`config.mk`:
```
export PLATFORM = sky130hd
export DESIGN_NAME = tx_buffer
export DESIGN_NICKNAME = d
export VERILOG_FILES = /design/src/rtl/tx_buffer_pkg.sv /design/src/rtl/tx_buffer_fifo_sync.sv /design/src/rtl/tx_buffer.sv
export SDC_FILE = /design/constraint.sdc
export NUM_CORES = 1
export LEC_CHECK = 0
export CAP_MARGIN = 40
export CORE_ASPECT_RATIO = 0.7
export CORE_MARGIN = 1.5
export CORE_UTILIZATION = 35
export DETAILED_ROUTE_END_ITERATION = 10
export HOLD_SLACK_MARGIN = 0.03
export SLEW_MARGIN = 30
export SYNTH_ARGS = -nofsm -noshare
export SYNTH_HDL_FRONTEND = slang
export SYNTH_SLANG_ARGS = --single-unit
```
`constraint.sdc`:
```
create_clock -name i_clk -period 3.6 [get_ports i_clk]
set_input_delay 0.72 -clock i_clk [delete_from_list [all_inputs] [get_ports i_clk]]
set_output_delay 0.72 -clock i_clk [all_outputs]
set_load 0.02 [all_outputs]
```
`src/rtl/tx_buffer_pkg.sv`:
```
// Shared definitions for the UART transmit path: FSM encoding and default widths.
package tx_buffer_pkg;

  localparam int unsigned TXB_DATA_BITS = 8;
  localparam int unsigned TXB_ADDR_BITS = 4;

  typedef enum logic {
    ST_IDLE = 1'b0,
    ST_SEND = 1'b1
  } tx_state_e;

endpackage : tx_buffer_pkg

```
`src/rtl/tx_buffer_fifo_sync.sv`:
```
// Synchronous FIFO with registered count/full/empty; the head word is read combinationally.
// TX_BUFFER_LEVEL_EN exposes the registered count on o_count.
module fifo_sync
  import tx_buffer_pkg::*;
#(
  parameter int unsigned DATA_BITS = TXB_DATA_BITS,
  parameter int unsigned ADDR_BITS = TXB_ADDR_BITS
) (
  input  logic                 i_clk,
  input  logic                 i_reset_n,
  input  logic                 i_wr,
  input  logic [DATA_BITS-1:0] i_wr_data,
  input  logic                 i_rd,
  output logic [DATA_BITS-1:0] o_head_c,
  output logic                 o_full,
  output logic                 o_empty
`ifdef TX_BUFFER_LEVEL_EN
  ,
  output logic [ADDR_BITS:0]   o_count
`endif
);

  localparam int unsigned DEPTH = 1 << ADDR_BITS;
  localparam int unsigned CNT_W = ADDR_BITS + 1;

  logic [DATA_BITS-1:0] r_mem [DEPTH];
  logic [ADDR_BITS-1:0] r_wr_ptr;
  logic [ADDR_BITS-1:0] r_rd_ptr;
  logic [CNT_W-1:0]     r_count;
  logic                 r_full;
  logic                 r_empty;
  logic                 w_wr_acc;
  logic                 w_rd_acc;
  logic [CNT_W-1:0]     w_count_nxt;

  // Full gates the write on the registered count, so a same-cycle pop never frees a slot.
  assign w_wr_acc = i_wr && !r_full;
  assign w_rd_acc = i_rd && !r_empty;

  always_comb begin
    w_count_nxt = r_count;
    case ({w_wr_acc, w_rd_acc})
      2'b10:   w_count_nxt = r_count + CNT_W'(1);
      2'b01:   w_count_nxt = r_count - CNT_W'(1);
      default: w_count_nxt = r_count;
    endcase
  end

  always_ff @(posedge i_clk) begin
    if (w_wr_acc) begin
      r_mem[r_wr_ptr] <= i_wr_data;
    end
  end

  always_ff @(posedge i_clk or negedge i_reset_n) begin
    if (!i_reset_n) begin
      r_wr_ptr <= '0;
      r_rd_ptr <= '0;
      r_count  <= '0;
      r_full   <= 1'b0;
      r_empty  <= 1'b1;
    end else begin
      if (w_wr_acc) r_wr_ptr <= r_wr_ptr + ADDR_BITS'(1);
      if (w_rd_acc) r_rd_ptr <= r_rd_ptr + ADDR_BITS'(1);
      r_count <= w_count_nxt;
      r_full  <= (w_count_nxt == CNT_W'(DEPTH));
      r_empty <= (w_count_nxt == '0);
    end
  end

  assign o_head_c = r_mem[r_rd_ptr];
  assign o_full   = r_full;
  assign o_empty  = r_empty;
`ifdef TX_BUFFER_LEVEL_EN
  assign o_count  = r_count;
`endif

endmodule : fifo_sync

```
`src/rtl/tx_buffer.sv`:
```
// Transmit front-end: queues producer bytes and hands them to the UART transmitter one at a time.
// TX_BUFFER_LEVEL_EN adds the o_level output (registered FIFO count).
module tx_buffer
  import tx_buffer_pkg::*;
#(
  parameter int unsigned DATA_BITS = TXB_DATA_BITS,
  parameter int unsigned ADDR_BITS = TXB_ADDR_BITS
) (
  input  logic                 i_clk,
  input  logic                 i_reset_n,
  input  logic                 i_wr,
  input  logic [DATA_BITS-1:0] i_wr_data,
  input  logic                 i_clr_ovf,
  output logic                 o_full,
  output logic                 o_empty,
  output logic                 o_overflow,
  output logic                 o_tx_start,
  output logic [DATA_BITS-1:0] o_tx_data,
  input  logic                 i_tx_done,
  output logic                 o_busy
`ifdef TX_BUFFER_LEVEL_EN
  ,
  output logic [ADDR_BITS:0]   o_level
`endif
);

  tx_state_e            r_state;
  logic                 r_tx_start;
  logic [DATA_BITS-1:0] r_tx_data;
  logic                 r_busy;
  logic                 r_overflow;
  logic [DATA_BITS-1:0] w_head;
  logic                 w_full;
  logic                 w_empty;
  logic                 w_pop;

  fifo_sync #(
    .DATA_BITS (DATA_BITS),
    .ADDR_BITS (ADDR_BITS)
  ) u_fifo (
    .i_clk     (i_clk),
    .i_reset_n (i_reset_n),
    .i_wr      (i_wr),
    .i_wr_data (i_wr_data),
    .i_rd      (w_pop),
    .o_head_c  (w_head),
    .o_full    (w_full),
    .o_empty   (w_empty)
`ifdef TX_BUFFER_LEVEL_EN
    ,
    .o_count   (o_level)
`endif
  );

  assign w_pop = (r_state == ST_IDLE) && !w_empty;

  // Pop, latch the word and pulse start in one edge; then hold until the transmitter reports done.
  always_ff @(posedge i_clk or negedge i_reset_n) begin
    if (!i_reset_n) begin
      r_state    <= ST_IDLE;
      r_tx_start <= 1'b0;
      r_tx_data  <= '0;
      r_busy     <= 1'b0;
    end else begin
      r_tx_start <= 1'b0;
      case (r_state)
        ST_IDLE: begin
          if (w_pop) begin
            r_tx_data  <= w_head;
            r_tx_start <= 1'b1;
            r_busy     <= 1'b1;
            r_state    <= ST_SEND;
          end
        end
        ST_SEND: begin
          if (i_tx_done) begin
            r_busy  <= 1'b0;
            r_state <= ST_IDLE;
          end
        end
        default: begin
          r_busy  <= 1'b0;
          r_state <= ST_IDLE;
        end
      endcase
    end
  end

  // Sticky overflow; a new overflow wins over a same-cycle clear.
  always_ff @(posedge i_clk or negedge i_reset_n) begin
    if (!i_reset_n) begin
      r_overflow <= 1'b0;
    end else if (i_wr && w_full) begin
      r_overflow <= 1'b1;
    end else if (i_clr_ovf) begin
      r_overflow <= 1'b0;
    end
  end

  assign o_full     = w_full;
  assign o_empty    = w_empty;
  assign o_overflow = r_overflow;
  assign o_tx_start = r_tx_start;
  assign o_tx_data  = r_tx_data;
  assign o_busy     = r_busy;

endmodule : tx_buffer
```
==> reports/results.tsv, run 1 <==
stage	metric	value	unit
placed_design	dp_cells	597	
yosys	ys_seq_area_share	72.6	%
floorplanning	start_util	36.1	%
sta	min_period	2.78	ns
detailed_routing	ant_nets	0	
sta	worst_slew_pin_slew	0.748	ns
yosys	ys_top_cells_by_area	edfxtp_1 (62%), mux4_2 (14%), dfrtp_1 (10%)	
clock_network	path_clk_slew	0.06	ns
sta	rsz0062_at_grt	false	
yosys	synth_edf_count	128	
clock_network	post_cts_buffers	0	
sta	skew	0.0115	ns
setup_path	crit_arrival	3.09	ns
sta	timing.fmax	360	MHz
yosys	postSynthAreaPerCell	18.7	um^2
clock_network	cts_max_path_buffers	2	
sta	setup_violations	0	
setup_path	r2r-start	r_state	
sta	setup_ws	0.822	ns
grt	grt_use_total	14.8	%
finish	fin_area	0.00745	mm^2
grt	grt_pass1_wl	19.5	mm
setup_path	required	3.92	ns
detailed_routing	wl_per_cell	19.9	um
finish	nets	405	
detailed_routing	avgViaCountPerCell	4.97	
detailed_routing	drt_iter0_drc	261	
placed_design	io_buffers	25	
floorplanning	ios	26	
clock_network	insertion_delay	0.42	ns
sta	hold_slack	0.266	ns
setup_path	worstSetupEndpoint	u_fifo.o_full	
yosys	yosysTopAreaCellShare	61.7	%
setup_path	crit_cells	11	
setup_path	cpPeakStageDelay	0.47	ns
placed_design	place_area	0.00688	mm^2
clock_network	ctsResizeCount	0	
finish	seq_area	0.00452	mm^2
floorplanning	die_w	162	um
setup_path	regToRegEndpoint	u_fifo.o_full	
clock_network	cts_num_sinks	155	
power	cellPowerDensity	818	mW/mm^2
yosys	syn_area	0.00623	mm^2
setup_path	endpoint_kind	register	
floorplanning	rows	40	
status	outcome	complete, no violations	
sta	relSlewSlack	50.2	%
run	drv_cap	0	
finish	multi_input_area	0.00159	mm^2
setup_path	critPathSlowestCell	clkdlybuf4s50_1	
power	ir_drop	402	uV
clock_network	htreeDepth	4	
yosys	post_synth_num_cell_types	43	
detailed_routing	met1_length	5.76	mm
finish	postLayoutCoreUtil	43.2	%
grt	grt_max_degree	36	
setup_path	r2r_slack	1.01	ns
placed_design	place_ws	0.411	ns
grt	grt_pass1_vias	3325	
yosys	async_flop_share	17.4	%
sta	finalHoldViolations	0	
yosys	yosysTopAreaCell	edfxtp_1	
clock_network	cts_tree	yes	
finish	final_cells	629	
yosys	ys.flop_type	edfxtp_1	
finish	n_fill_cell	1517	
sta	timing.final.crit_share	77.2	%
floorplanning	die-area	0.0186	mm^2
finish	n_antenna_cell	0	
setup_path	cpLargestDelayFamily	simple AND/OR/NAND/NOR gates	
power	p_total	6.09	mW
detailed_routing	drc_errors	0	
finish	syn2layout_area_growth	19.6	%
yosys	ys_ff_latch	155	
power	total_leakage_power	2.56	nW
sta	slew_violations	0	
setup_path	worstPathCellList	clkdlybuf4s50_1, nor2b_1, inv_1, nand2_1, xnor2_1, ha_1, a21oi_1, or3_4, a2111oi_4, o31ai_2, nor4b_2	
detailed_routing	met3WireLength	806	um
detailed_routing	via_count	3129	
placed_design	dp_hpwl	8.47	mm
setup_path	critPathKind	input port to register	
setup_path	critical_path.startpoint_type	input port	
setup_path	critPathBufInv	2	
setup_path	ff2ff_path_depth	10	
grt	antenna_found_initial	0	
yosys	synth_nets	354	
yosys	netlist_instances	334	
floorplanning	die_h	115	um
placed_design	gp_congestion	0.786	
detailed_routing	first_pass_iters	4	
min_path	hold_class	input port to asynchronous set/reset pin	
clock_network	clockRootBuffer	clkbuf_16	
grt	gr-total-overflow	0	
sta	tns	0	ns
floorplanning	core_area	0.0173	mm^2
detailed_routing	drt_wl_total	12.5	mm
finish	layout-drive-gt1-share	26.6	%
detailed_routing	wl_met2	5.85	mm
yosys	ys_warn_count	0	
detailed_routing	top_layer_used	met4	
clock_network	holdBufCountCts	0	
clock_network	numCtsBuffers	17	
setup_path	cp_max_fo	7	
setup_path	startpoint	i_wr	
[registers in the layout, summed over array words and instances, names as in the netlist]
name	cells
u_fifo.o_full	1
o_tx_data	8
u_fifo.r_mem	128
o_overflow	1
u_fifo.r_count	5
u_fifo.r_rd_ptr	4
u_fifo.r_wr_ptr	4
o_tx_start	1
r_state	1
u_fifo.o_empty	1
o_busy	1
[metal layers]
layer	vias to the layer above	global-route usage, %
met5	-	0
met4	0	4.46
met3	10	3.84
met2	88	22.5
met1	1623	20.8
li1	1408	-
[layout make-up]
class / instances / area share [%]
multi-input combinational: 150 / 21.3
inverter: 10 / 0.504
timing repair buffer: 51 / 5.91
clock inverter: 13 / 1.93
tap: 231 / 3.88
sequential: 155 / 60.7
clock buffer: 19 / 5.81
[report_power, final]
group	internal, mW	switching [mW]
Sequential	2.25	0.271
Combinational	0.915	0.934
Clock	1.03	0.696
[kinds of logic after synthesis]
kind of cell    count (synthesis)  synth area share, %
xor+xnor                       10                 1.41
fa+ha+maj                       7                 1.41
mux                            42                 14.8
simple gates                   76                 5.87
compound gates                 15                 2.03
buf+inv                        29                 1.95
flops                         155                 72.6
[synthesized netlist by cell type (2+ instances only)]
cell type	instances
inv_1	9
mux2i_1	2
nand3_1	2
nor3_1	6
buf_1	3
clkbuf_1	11
nand2b_1	3
ha_1	7
a21oi_1	2
and3_1	2
xnor2_1	9
mux4_2	40
nand4_1	3
o21ai_0	4
nand2_1	36
buf_2	4
nor2_1	13
dfrtp_1	26
edfxtp_1	128
[cell usage in the layout, fill, tap and decap left out, types with 4 or more instances in the layout]
cell type	n
xnor2_1	9
edfxtp_1	128
buf_4	26
ha_1	7
dfrtp_1	25
nand2_1	36
o21ai_0	4
clkinvlp_4	4
inv_1	9
mux4_2	40
clkdlybuf4s50_1	24
nor3_1	6
nor2_1	13
clkbuf_16	17
[worst min path at each step]
stage / from / end / slack (ns) / depth (start not counted)
floorplan: i_reset_n / o_busy / 0.42 / 0
global placement: o_tx_data[6] / o_tx_data[6] / 0.46 / 2
detailed placement: o_tx_data[3] / o_tx_data[3] / 0.47 / 2
CTS: i_reset_n / o_tx_data[7] / 0.27 / 1
global route: i_reset_n / o_tx_data[7] / 0.29 / 1
finish: i_reset_n / o_busy / 0.27 / 1
Power figures use the tool's default switching activity.
==> run 2, diff against run 1 <==
==> constraint.sdc (replaced) <==
create_clock -name i_clk -period 2.3 [get_ports i_clk]
set_input_delay 0.46 -clock i_clk [delete_from_list [all_inputs] [get_ports i_clk]]
set_output_delay 0.46 -clock i_clk [all_outputs]
set_load 0.02 [all_outputs]
==> run 2 against run 1 <==
  * Register-to-register slack worse by 1.0 ns
  * Highest routed layer unchanged
  * First-iteration DRC count is 23% higher
  * Worst setup slack worse by 0.81 ns
  * Critical path type is now register to register
==> reports/results.tsv, run 2 (synthesized netlist as in run 1, its figures left out) <==
stage	metric	value	unit
sta	setup_violations	0	
clock_network	cts_tree	yes	
setup_path	startpoint	r_state	
placed_design	gp_congestion	0.811	
finish	final_cells	648	
sta	relSlewSlack	58.9	%
clock_network	cts_max_path_buffers	2	
clock_network	holdBufCountCts	0	
status	outcome	complete, no violations	
sta	rsz0062_at_grt	true	
detailed_routing	ant_nets	0	
detailed_routing	avgViaCountPerCell	4.94	
setup_path	endpoint_kind	register	
run	drv_cap	0	
min_path	hold_class	input port to register	
clock_network	cts_num_sinks	155	
grt	antenna_found_initial	0	
grt	grt_use_total	15.1	%
clock_network	htreeDepth	4	
power	cellPowerDensity	1280	mW/mm^2
floorplanning	die-area	0.0186	mm^2
placed_design	dp_cells	614	
finish	final_cell_mix	edfxtp_1 (128), buf_4 (43), mux4_2 (40), nand2_1 (35), dfrtp_1 (25)	
finish	seq_area	0.00452	mm^2
floorplanning	die_w	162	um
setup_path	critical_path.startpoint_type	register	
finish	largest_register_ffs	128	
finish	syn2layout_area_growth	24.0	%
finish	n_antenna_cell	0	
floorplanning	die_h	115	um
finish	layout-drive-gt1-share	33.3	%
sta	hold_slack	0.321	ns
grt	gr-total-overflow	0	
setup_path	r2r-start	r_state	
grt	grt_pass1_wl	19.7	mm
min_path	hp-start	i_wr	
sta	worst_slew_pin_slew	0.617	ns
finish	nets	424	
clock_network	numCtsBuffers	17	
sta	min_period	2.29	ns
floorplanning	core_area	0.0173	mm^2
detailed_routing	drt_wl_total	13.1	mm
power	total_leakage_power	2.72	nW
sta	timing.fmax	436	MHz
clock_network	path_clk_slew	0.06	ns
detailed_routing	first_pass_iters	4	
finish	n_fill_cell	1462	
power	ir_drop	568	uV
setup_path	required	2.61	ns
finish	mostFrequentLayoutCell	edfxtp_1	
setup_path	cp_max_fo	7	
floorplanning	ios	26	
setup_path	crit_arrival	2.60	ns
placed_design	io_buffers	25	
grt	grt_max_degree	36	
clock_network	insertion_delay	0.41	ns
finish	regMostFlops	u_fifo.r_mem	
detailed_routing	via_count	3201	
setup_path	critPathKind	register to register	
detailed_routing	wl_per_cell	20.2	um
floorplanning	start_util	36.1	%
detailed_routing	drt_iter0_drc	320	
sta	slew_violations	0	
sta	tns	0	ns
clock_network	clockRootBuffer	clkbuf_16	
setup_path	r2r_slack	0.007	ns
sta	timing.final.crit_share	99.7	%
sta	finalHoldViolations	0	
floorplanning	rows	40	
sta	skew	0.0111	ns
grt	grt_pass1_vias	3336	
detailed_routing	drc_errors	0	
placed_design	dp_hpwl	8.60	mm
finish	multi_input_area	0.00171	mm^2
run 2: cell count changes in the layout (fill, tap and decap cells not counted), moves of 2 or more:
cell,before,now
inv_4,0,4
clkinv_2,2,4
ha_1,7,5
buf_4,26,43
clkinvlp_4,4,1
bufinv_16,2,0
buf_12,0,2
ha_4,0,2
inv_6,3,1
clkbuf_8,0,2
run 2: layout make-up:
cell class | instances | share of cell area (%)
Clock buffer | 22 | 6.28
Clock inverter | 10 | 0.826
Inverter | 10 | 0.518
Multi-Input combinational cell | 150 | 22.1
Sequential cell | 155 | 58.5
Tap cell | 231 | 3.74
Timing Repair Buffer | 70 | 7.97
run 2: worst paths after layout:
check / to / cells past startpoint
setup / recovery: u_fifo.o_full / 9
hold / removal: o_overflow / 3
setup reg to reg: u_fifo.o_full / 9
hold reg to reg: o_tx_data[1] / 2
max in group asynchronous: u_fifo.o_empty / 2
min in group asynchronous: o_tx_data[5] / 2
run 2: timing repair:
item / CTS / global route
pin swaps: 3 / 2
endpoints found under the hold margin: 0 / 0
setup endpoints to repair: 2 / 2
buffers inserted: 0 / 2
resized for setup: 5 / 15
run 2: critical path, cell delays in order, from the launching register on:
cell	delay [ns]
dfrtp_1	0.38
or2_4	0.25
buf_4	0.17
inv_2	0.06
ha_4	0.17
nand2b_1	0.10
or4_4	0.45
a31oi_4	0.17
xor2_2	0.20
nor4b_2	0.23
run 2: stage by stage:
step / util [%] / area, um^2 / worst slack (ns) / total power, mW
after detailed placement: 40.8 / 7050 / -0.479 / 7.21
after global placement: 40.8 / 7050 / -0.441 / 7.14
final: 44.7 / 7730 / 0.00725 / 9.91
after global routing: 44.7 / 7730 / -0.0939 / 10.4
after CTS: 44.1 / 7620 / -0.0152 / 9.82
after floorplan: - / 6250 / -0.0375 / 5.97
run 2: layer usage:
metal | part of all wire, % | GRT usage, % | vias up
li1 | - | - | 1442
met1 | 48 | 21.6 | 1684
met2 | 46 | 22.3 | 73
met3 | 5.3 | 3.80 | 2
met4 | 0.40 | 5.32 | 0
met5 | 0 | 0 | -
run 2: report_power, final:
| part | switching, mW | internal (mW) |
|---|---|---|
| sequential | 0.343 | 3.52 |
| combinational | 1.74 | 1.75 |
| clock | 1.05 | 1.50 |
==> run 3, diff against run 2 <==
--- a/config.mk
+++ b/config.mk
@@ -5,6 +5,7 @@
 export SDC_FILE = /design/constraint.sdc
 export NUM_CORES = 1
 export LEC_CHECK = 0
+export ABC_AREA = 0
 export CAP_MARGIN = 40
 export CORE_ASPECT_RATIO = 0.7
 export CORE_MARGIN = 1.5
==> results of run 3 <==
Same layout as run 2: the final DEF is identical, and so are final timing and power.
